==> src/rtl/keypad_encoder.sv <==
// 4x4 matrix keypad scanner: strobes rows, synchronizes and debounces column
// returns, and delivers the lowest pressed key index over a valid/ready handshake.
module keypad_encoder #(
   parameter int SCAN_DIV = 4,
   parameter int DEBOUNCE = 3
) (
   input  logic       clk,
   input  logic       rst_n,
   output logic [3:0] row_l,
   input  logic [3:0] col_l,
   output logic [3:0] code,
   output logic       valid,
   input  logic       ready,
   output logic       overrun
);

   localparam int SW = (SCAN_DIV > 1) ? $clog2(SCAN_DIV) : 1;
   localparam int CW = $clog2(DEBOUNCE + 1);
   localparam logic [SW-1:0] SLOT_LAST = SW'(SCAN_DIV - 1);
   localparam logic [CW-1:0] CNT_DONE  = CW'(DEBOUNCE);
   localparam logic [CW-1:0] CNT_ONE   = CW'(1);

   typedef enum logic [1:0] {
      S_IDLE  = 2'd0,
      S_PRESS = 2'd1,
      S_HELD  = 2'd2,
      S_REL   = 2'd3
   } state_t;

   // Lowest-numbered asserted column of an active-high press vector.
   function automatic logic [1:0] low_col(input logic [3:0] p);
      logic [1:0] c;
      if (p[0]) begin
         c = 2'd0;
      end else if (p[1]) begin
         c = 2'd1;
      end else if (p[2]) begin
         c = 2'd2;
      end else begin
         c = 2'd3;
      end
      return c;
   endfunction

   logic [SW-1:0] slot_q, slot_d;
   logic [1:0]    row_q, row_d;
   logic [3:0]    row_l_q, row_l_d;
   logic [3:0]    sync1_q, sync1_d;
   logic [3:0]    sync2_q, sync2_d;
   logic          acc_hit_q, acc_hit_d;
   logic [3:0]    acc_idx_q, acc_idx_d;
   state_t        state_q, state_d;
   logic [3:0]    cand_q, cand_d;
   logic [CW-1:0] cnt_q, cnt_d;
   logic [3:0]    code_q, code_d;
   logic          valid_q, valid_d;
   logic          overrun_q, overrun_d;

   logic          slot_last_s;
   logic          eval_s;
   logic [3:0]    pressed_s;
   logic          row_hit_s;
   logic [3:0]    row_idx_s;
   logic          frame_hit_s;
   logic [3:0]    frame_idx_s;
   logic [CW-1:0] cnt_inc_s;
   logic          emit_s;

   assign slot_last_s = (slot_q == SLOT_LAST);
   assign eval_s      = slot_last_s && (row_q == 2'd3);
   assign pressed_s   = ~sync2_q;
   assign row_hit_s   = (pressed_s != 4'b0000);
   assign row_idx_s   = {row_q, low_col(pressed_s)};
   assign cnt_inc_s   = cnt_q + CW'(1);

   // Rows are visited in ascending order, so the first hit in a frame is the lowest index.
   assign frame_hit_s = acc_hit_q || row_hit_s;
   assign frame_idx_s = acc_hit_q ? acc_idx_q : row_idx_s;

   // Row-slot timing and registered one-hot row strobe.
   always_comb begin
      slot_d   = slot_q;
      row_d    = row_q;
      if (slot_last_s) begin
         slot_d = {SW{1'b0}};
         row_d  = row_q + 2'd1;
      end else begin
         slot_d = slot_q + SW'(1);
         row_d  = row_q;
      end
      row_l_d  = ~(4'b0001 << row_d);
      sync1_d  = col_l;
      sync2_d  = sync1_q;
   end

   // Frame accumulator: latched at each row's last slot, cleared when the frame is evaluated.
   always_comb begin
      acc_hit_d = acc_hit_q;
      acc_idx_d = acc_idx_q;
      if (eval_s) begin
         acc_hit_d = 1'b0;
         acc_idx_d = 4'h0;
      end else if (slot_last_s && !acc_hit_q && row_hit_s) begin
         acc_hit_d = 1'b1;
         acc_idx_d = row_idx_s;
      end else begin
         acc_hit_d = acc_hit_q;
         acc_idx_d = acc_idx_q;
      end
   end

   // Debounce FSM, stepped once per frame.
   always_comb begin
      state_d = state_q;
      cand_d  = cand_q;
      cnt_d   = cnt_q;
      emit_s  = 1'b0;
      if (eval_s) begin
         case (state_q)
            S_IDLE: begin
               if (frame_hit_s) begin
                  cand_d  = frame_idx_s;
                  cnt_d   = CNT_ONE;
                  state_d = S_PRESS;
               end else begin
                  state_d = S_IDLE;
               end
            end
            S_PRESS: begin
               if (!frame_hit_s) begin
                  state_d = S_IDLE;
               end else if (frame_idx_s != cand_q) begin
                  cand_d = frame_idx_s;
                  cnt_d  = CNT_ONE;
               end else if (cnt_inc_s == CNT_DONE) begin
                  cnt_d   = cnt_inc_s;
                  emit_s  = 1'b1;
                  state_d = S_HELD;
               end else begin
                  cnt_d = cnt_inc_s;
               end
            end
            S_HELD: begin
               if (!frame_hit_s) begin
                  cnt_d   = CNT_ONE;
                  state_d = S_REL;
               end else begin
                  state_d = S_HELD;
               end
            end
            S_REL: begin
               if (frame_hit_s) begin
                  state_d = S_HELD;
               end else if (cnt_inc_s == CNT_DONE) begin
                  cnt_d   = cnt_inc_s;
                  state_d = S_IDLE;
               end else begin
                  cnt_d = cnt_inc_s;
               end
            end
            default: begin
               state_d = S_IDLE;
            end
         endcase
      end else begin
         state_d = state_q;
      end
   end

   // Handshake: an emit coinciding with a transfer replaces the code; otherwise a pending code wins.
   always_comb begin
      code_d    = code_q;
      valid_d   = valid_q;
      overrun_d = overrun_q;
      if (emit_s) begin
         if (!valid_q || ready) begin
            code_d  = cand_q;
            valid_d = 1'b1;
         end else begin
            overrun_d = 1'b1;
         end
      end else if (valid_q && ready) begin
         valid_d = 1'b0;
      end else begin
         valid_d = valid_q;
      end
   end

   // State registers.
   always_ff @(posedge clk or negedge rst_n) begin
      if (!rst_n) begin
         slot_q    <= {SW{1'b0}};
         row_q     <= 2'd0;
         row_l_q   <= 4'b1110;
         sync1_q   <= 4'b1111;
         sync2_q   <= 4'b1111;
         acc_hit_q <= 1'b0;
         acc_idx_q <= 4'h0;
         state_q   <= S_IDLE;
         cand_q    <= 4'h0;
         cnt_q     <= {CW{1'b0}};
         code_q    <= 4'h0;
         valid_q   <= 1'b0;
         overrun_q <= 1'b0;
      end else begin
         slot_q    <= slot_d;
         row_q     <= row_d;
         row_l_q   <= row_l_d;
         sync1_q   <= sync1_d;
         sync2_q   <= sync2_d;
         acc_hit_q <= acc_hit_d;
         acc_idx_q <= acc_idx_d;
         state_q   <= state_d;
         cand_q    <= cand_d;
         cnt_q     <= cnt_d;
         code_q    <= code_d;
         valid_q   <= valid_d;
         overrun_q <= overrun_d;
      end
   end

   assign row_l   = row_l_q;
   assign code    = code_q;
   assign valid   = valid_q;
   assign overrun = overrun_q;

endmodule

==> config.mk <==
export PLATFORM = sky130hd
export DESIGN_NAME = keypad_encoder
export DESIGN_NICKNAME = d
export VERILOG_FILES = /design/src/rtl/keypad_encoder.sv
export SDC_FILE = /design/constraint.sdc
export NUM_CORES = 1
export LEC_CHECK = 0
export CAP_MARGIN = 30
export CORE_ASPECT_RATIO = 1.4
export CORE_UTILIZATION = 50
export DETAILED_ROUTE_END_ITERATION = 12
export GPL_ROUTABILITY_DRIVEN = 0
export PLACE_DENSITY_LB_ADDON = 0.08
export SLEW_MARGIN = 5
export SYNTH_ARGS = -nofsm -noshare
export SYNTH_HDL_FRONTEND = slang
export SYNTH_SLANG_ARGS = --single-unit
==> constraint.sdc <==
create_clock -name clk -period 2.63 [get_ports clk]
set_input_delay 0.263 -clock clk [delete_from_list [all_inputs] [get_ports clk]]
set_output_delay 0.263 -clock clk [all_outputs]
set_load 0.03 [all_outputs]
-- After elaboration in Yosys (flattened, before gate mapping)
Index checks and enable logic that the tools add are counted.
- eq/ne operators: 16
- shift operators: 1
- bitwise gates (word level): 3
- add/sub/neg operators: 3
- multiplexer cells: 36
- reduce and logical (&&, ||, !) cells: 19
- operators with widths (cell ; number):
    $mux W2 ; 14
    $mux W4 ; 6
    $pmux W2 S4 ; 2
    $mux W1 ; 13
    $eq A2 B2 Y1 const B ; 5
    $ne A2 B2 Y1 const B ; 5
    $reduce_and A5 Y1 ; 2
    $ne A3 B3 Y1 const B ; 3
    $not A4 Y4 ; 2
    $pmux W4 S2 ; 1
    $add A2 B1 Y2 const B ; 3
    $reduce_and A2 Y1 ; 3
    $reduce_bool A2 Y1 ; 3
    $logic_and A1 B1 Y1 ; 4
    $ne A4 B4 Y1 ; 1
    $reduce_and A4 Y1 ; 1
    $reduce_bool A4 Y1 ; 1
    $shl A1 B2 Y4 const A ; 1
    $eq A2 B1 Y1 const B ; 1
    $logic_not A1 Y1 ; 2
    $logic_not A2 Y1 ; 1
    $logic_or A1 B1 Y1 ; 2
    $ne A2 B1 Y1 const B ; 1
    $not A1 Y1 ; 1
- logic and storage cells: 91
- flip-flop bits (word level): 35
- input bits: 7

-- Logic depth before layout (Yosys ltp)
- depth after elaboration: 12
- depth in mapped cells: 7
- mapped depth without buffers: 6

-- Worst setup path before layout
No wires, ideal clock.
- path kind: reg2reg
- from: reg slot_q[0]
- to: reg code_q[1] (netlist: code[1])
- stages on the path, launching flop included: 7
- data required time: 2.502 ns
- setup slack: 0.740 ns
- data arrival time: 1.763 ns
- path buffers: 1
- period minus slack after synthesis: 1.890 ns
- cells stage by stage: dfrtp_1 ha_1 buf_2 nand2_1 nor4_1 nand4_2 mux2_1
- word-level cells in the longest chain between the ends: 4
- RTL lines (what ; RTL line ; source):
    start, declared ; 45 ; logic [SW-1:0] slot_q, slot_d;
    start signal, assigned ; 192 ; slot_q <= {SW{1'b0}};
    start signal, assigned ; 206 ; slot_q <= slot_d;
    $eq A2 B2 Y1 ; 69 ; assign slot_last_s = (slot_q == SLOT_LAST);
    $logic_and A1 B1 Y1 ; 70 ; assign eval_s = slot_last_s && (row_q == 2'd3);
    $mux W1 ; 118 ; if (eval_s) begin
    $reduce_and A2 Y1 (no source line) ; - ;
    end signal, assigned ; 216 ; code_q <= code_d;
    end, declared ; 55 ; logic [3:0] code_q, code_d;
No other way between the ends.
A chain may end at the register's enable or synchronous reset.

-- Worst setup path in the final report
Same ends and word-level chain as after synthesis.

==> metrics.csv <==
metric;value;unit
slew_violations;0;
crit_path_top_delay_cell;nor4_1;
finalWirelength;2550;um
crit_path_start_kind;register;
synth_area;1520;sq um
worst_ep_required_time;2.80;ns
grt_pass1_vias;1012;
crit_fanout;9;
worstHoldStart;sync1_q[1];
synth-edff-count;0;
antenna_left;0;
cts_sinks;35;
cts_buffer_depth;2;
synth-main-ff-cell;dfrtp_1;
ctsHoldBuffers;0;
clk_latency;0.28;ns
fin_setup_tns;0;ns
hp-class;reg -> reg;
synth-seq-cells;35;
via_per_inst;5.45;
grt_max_degree;36;
placed_cell_area;1720;sq um
run_status;finished clean;
dieHeight;67.1;um
cts.clk_slew.worst_paths;0.07;ns
syn_nets;135;
final_cell_mix;dfrtp_1, clkdlybuf4s50_1, nand2_1;
die-area;3260;sq um
ios;17;
grt_pass1_wl;4560;um
grt_antenna_before_repair;0;
netlist_instances;125;
core_area;2880;sq um
async_flop_share;100;%
rsz0062_at_grt;false;
yosysUniqueCellTypes;40;
num_vias;1009;
overflow;0;
seq_area;890;sq um
slowest_delay;0.55;ns
crit_start;slot_q[0];
cts_made_buffers;5;
tightest_slew;0.569;ns
drt-pass1-iter-count;4;
ctsResizeCount;0;
max_freq;462;MHz
cellPowerDensity;600;nW/um^2
synth.avg_cell_area;12.1;sq um
antenna_cells;0;
numPortBuffers;16;
crit_arrival;2.33;ns
hold_viol_final;0;
start_util;52.7;%
post_cts_buffers;0;
ir_drop;0.000495;V
p_leak;0.000798;uW
endpoint_kind;register;
die_w;48.5;um
fin_nets;157;
drt_iter0_drc;14;
path_class;reg -> reg;
cts_root_buf;clkbuf_8;
maxSlewHeadroom;61.9;%
num_rows;23;
grtUsageTotal;19.3;%
drt-wirelength-per-cell;13.8;um
fin_area;1800;sq um
fin_crit_sh;82.3;%
ys_warn_count;0;
synth.yosys.seq_area_share;58.7;%
cts_tree;done;
r2r_start;slot_q[0];
drcViolationCount;0;
drive_gt1_share;20.3;%
dp_hpwl;1830;um
mostFrequentLayoutCell;dfrtp_1;
path_cells;ha_1 > nand2_1 > nor4_1 > nand4_2 > mux2_1;
max_cap_violations;0;
clock_skew;0.00601;ns
min_period;2.16;ns
fill_cells;239;
setup_viol;0;
htree_levels;2;
area_delta_synth_final;18.9;%
multi_input_area;579;sq um
metrics by stage:
step                      power, uW  worst slack (ns)  cells  util [%]  hold WS [ns]
after global routing           1140             0.209    185      62.6         0.361
after global placement          719             0.515    177      59.7         0.346
after detailed placement        725             0.469    177      59.7         0.347
after floorplan                 673             0.740    125         -       -0.0326
final                          1080             0.466    185      62.6         0.356
after CTS                      1090             0.451    185      62.6         0.357
worst paths after layout:
path                              end  slack [ns]  depth (start not counted)
max                           code[1]        0.47                          5
min                        sync2_q[1]        0.36                          0
max reg2reg                   code[1]        0.47                          5
min reg2reg                sync2_q[1]        0.36                          0
max in group asynchronous    row_l[2]        1.91                          2
min in group asynchronous   cand_q[0]        0.39                          2
flip-flops by register name, summed over array words and instances, names as in the netlist, named ones only:
register and count:
acc_idx_q 4, overrun 1, acc_hit_q 1, sync1_q 4, valid 1, slot_q 2, row_l 4, sync2_q 4
cnt_q 2, state_q 1, code 4, cand_q 4, row_q 2
synthesized netlist by cell type (4+ instances only):
| cell type | instances | share of area (%) |
|---|---|---|
| dfrtp_1 | 24 | 40 |
| nand2_1 | 14 | 3.5 |
| mux2i_1 | 4 | 2.6 |
| dfstp_2 | 11 | 19 |
| a31oi_1 | 4 | 1.7 |
| nor2_1 | 6 | 1.5 |
| xnor2_1 | 5 | 2.9 |
| o21ai_0 | 4 | 1.3 |
| inv_1 | 7 | 1.7 |
routing by layer:
| layer | global-route usage, % | vias to the layer above | routed length (um) |
|---|---|---|---|
| li1 | - | 493 | - |
| met1 | 20.6 | 490 | 1030 |
| met2 | 34.0 | 24 | 1390 |
| met3 | 6.53 | 2 | 110 |
| met4 | 10.3 | 0 | 23 |
| met5 | 0 | - | 0 |
power breakdown:
part / leakage, uW / switching, uW / internal (uW) / total (uW)
Sequential: 0.000430 / 24.7 / 570 / 594
Combinational: 0.000326 / 64.0 / 56.9 / 121
Clock: 0.0000412 / 181 / 185 / 365
layout make-up:
type / instances / area share (%)
repair buffers: 18 / 9.72
well taps: 37 / 2.57
flip-flops and latches: 35 / 49.4
clock inverters: 2 / 0.694
clock buffers: 6 / 4.03
inverters: 7 / 1.46
multi-input cells: 80 / 32.2
cell families (layout without fill, tap and decap cells):
kind of cell	Yosys count	in the layout	synth area share (%)
and+or+nand+nor	37	37	14.0
DFF	35	35	58.7
AOI/OAI and AO/OA	26	26	12.4
buffers and inverters	10	33	3.06
muxes	9	9	6.52
xor gates and xnor gates	5	5	2.89
adders and majority gates	3	3	2.48
critical path: cells and delay by family (launching register included):
| kind | cells | cell delay [ns] |
|---|---|---|
| fa+ha+maj | 1 | 0.35 |
| flops | 1 | 0.35 |
| mux | 1 | 0.36 |
| simple gates | 3 | 0.99 |
Power figures use the tool's default switching activity.
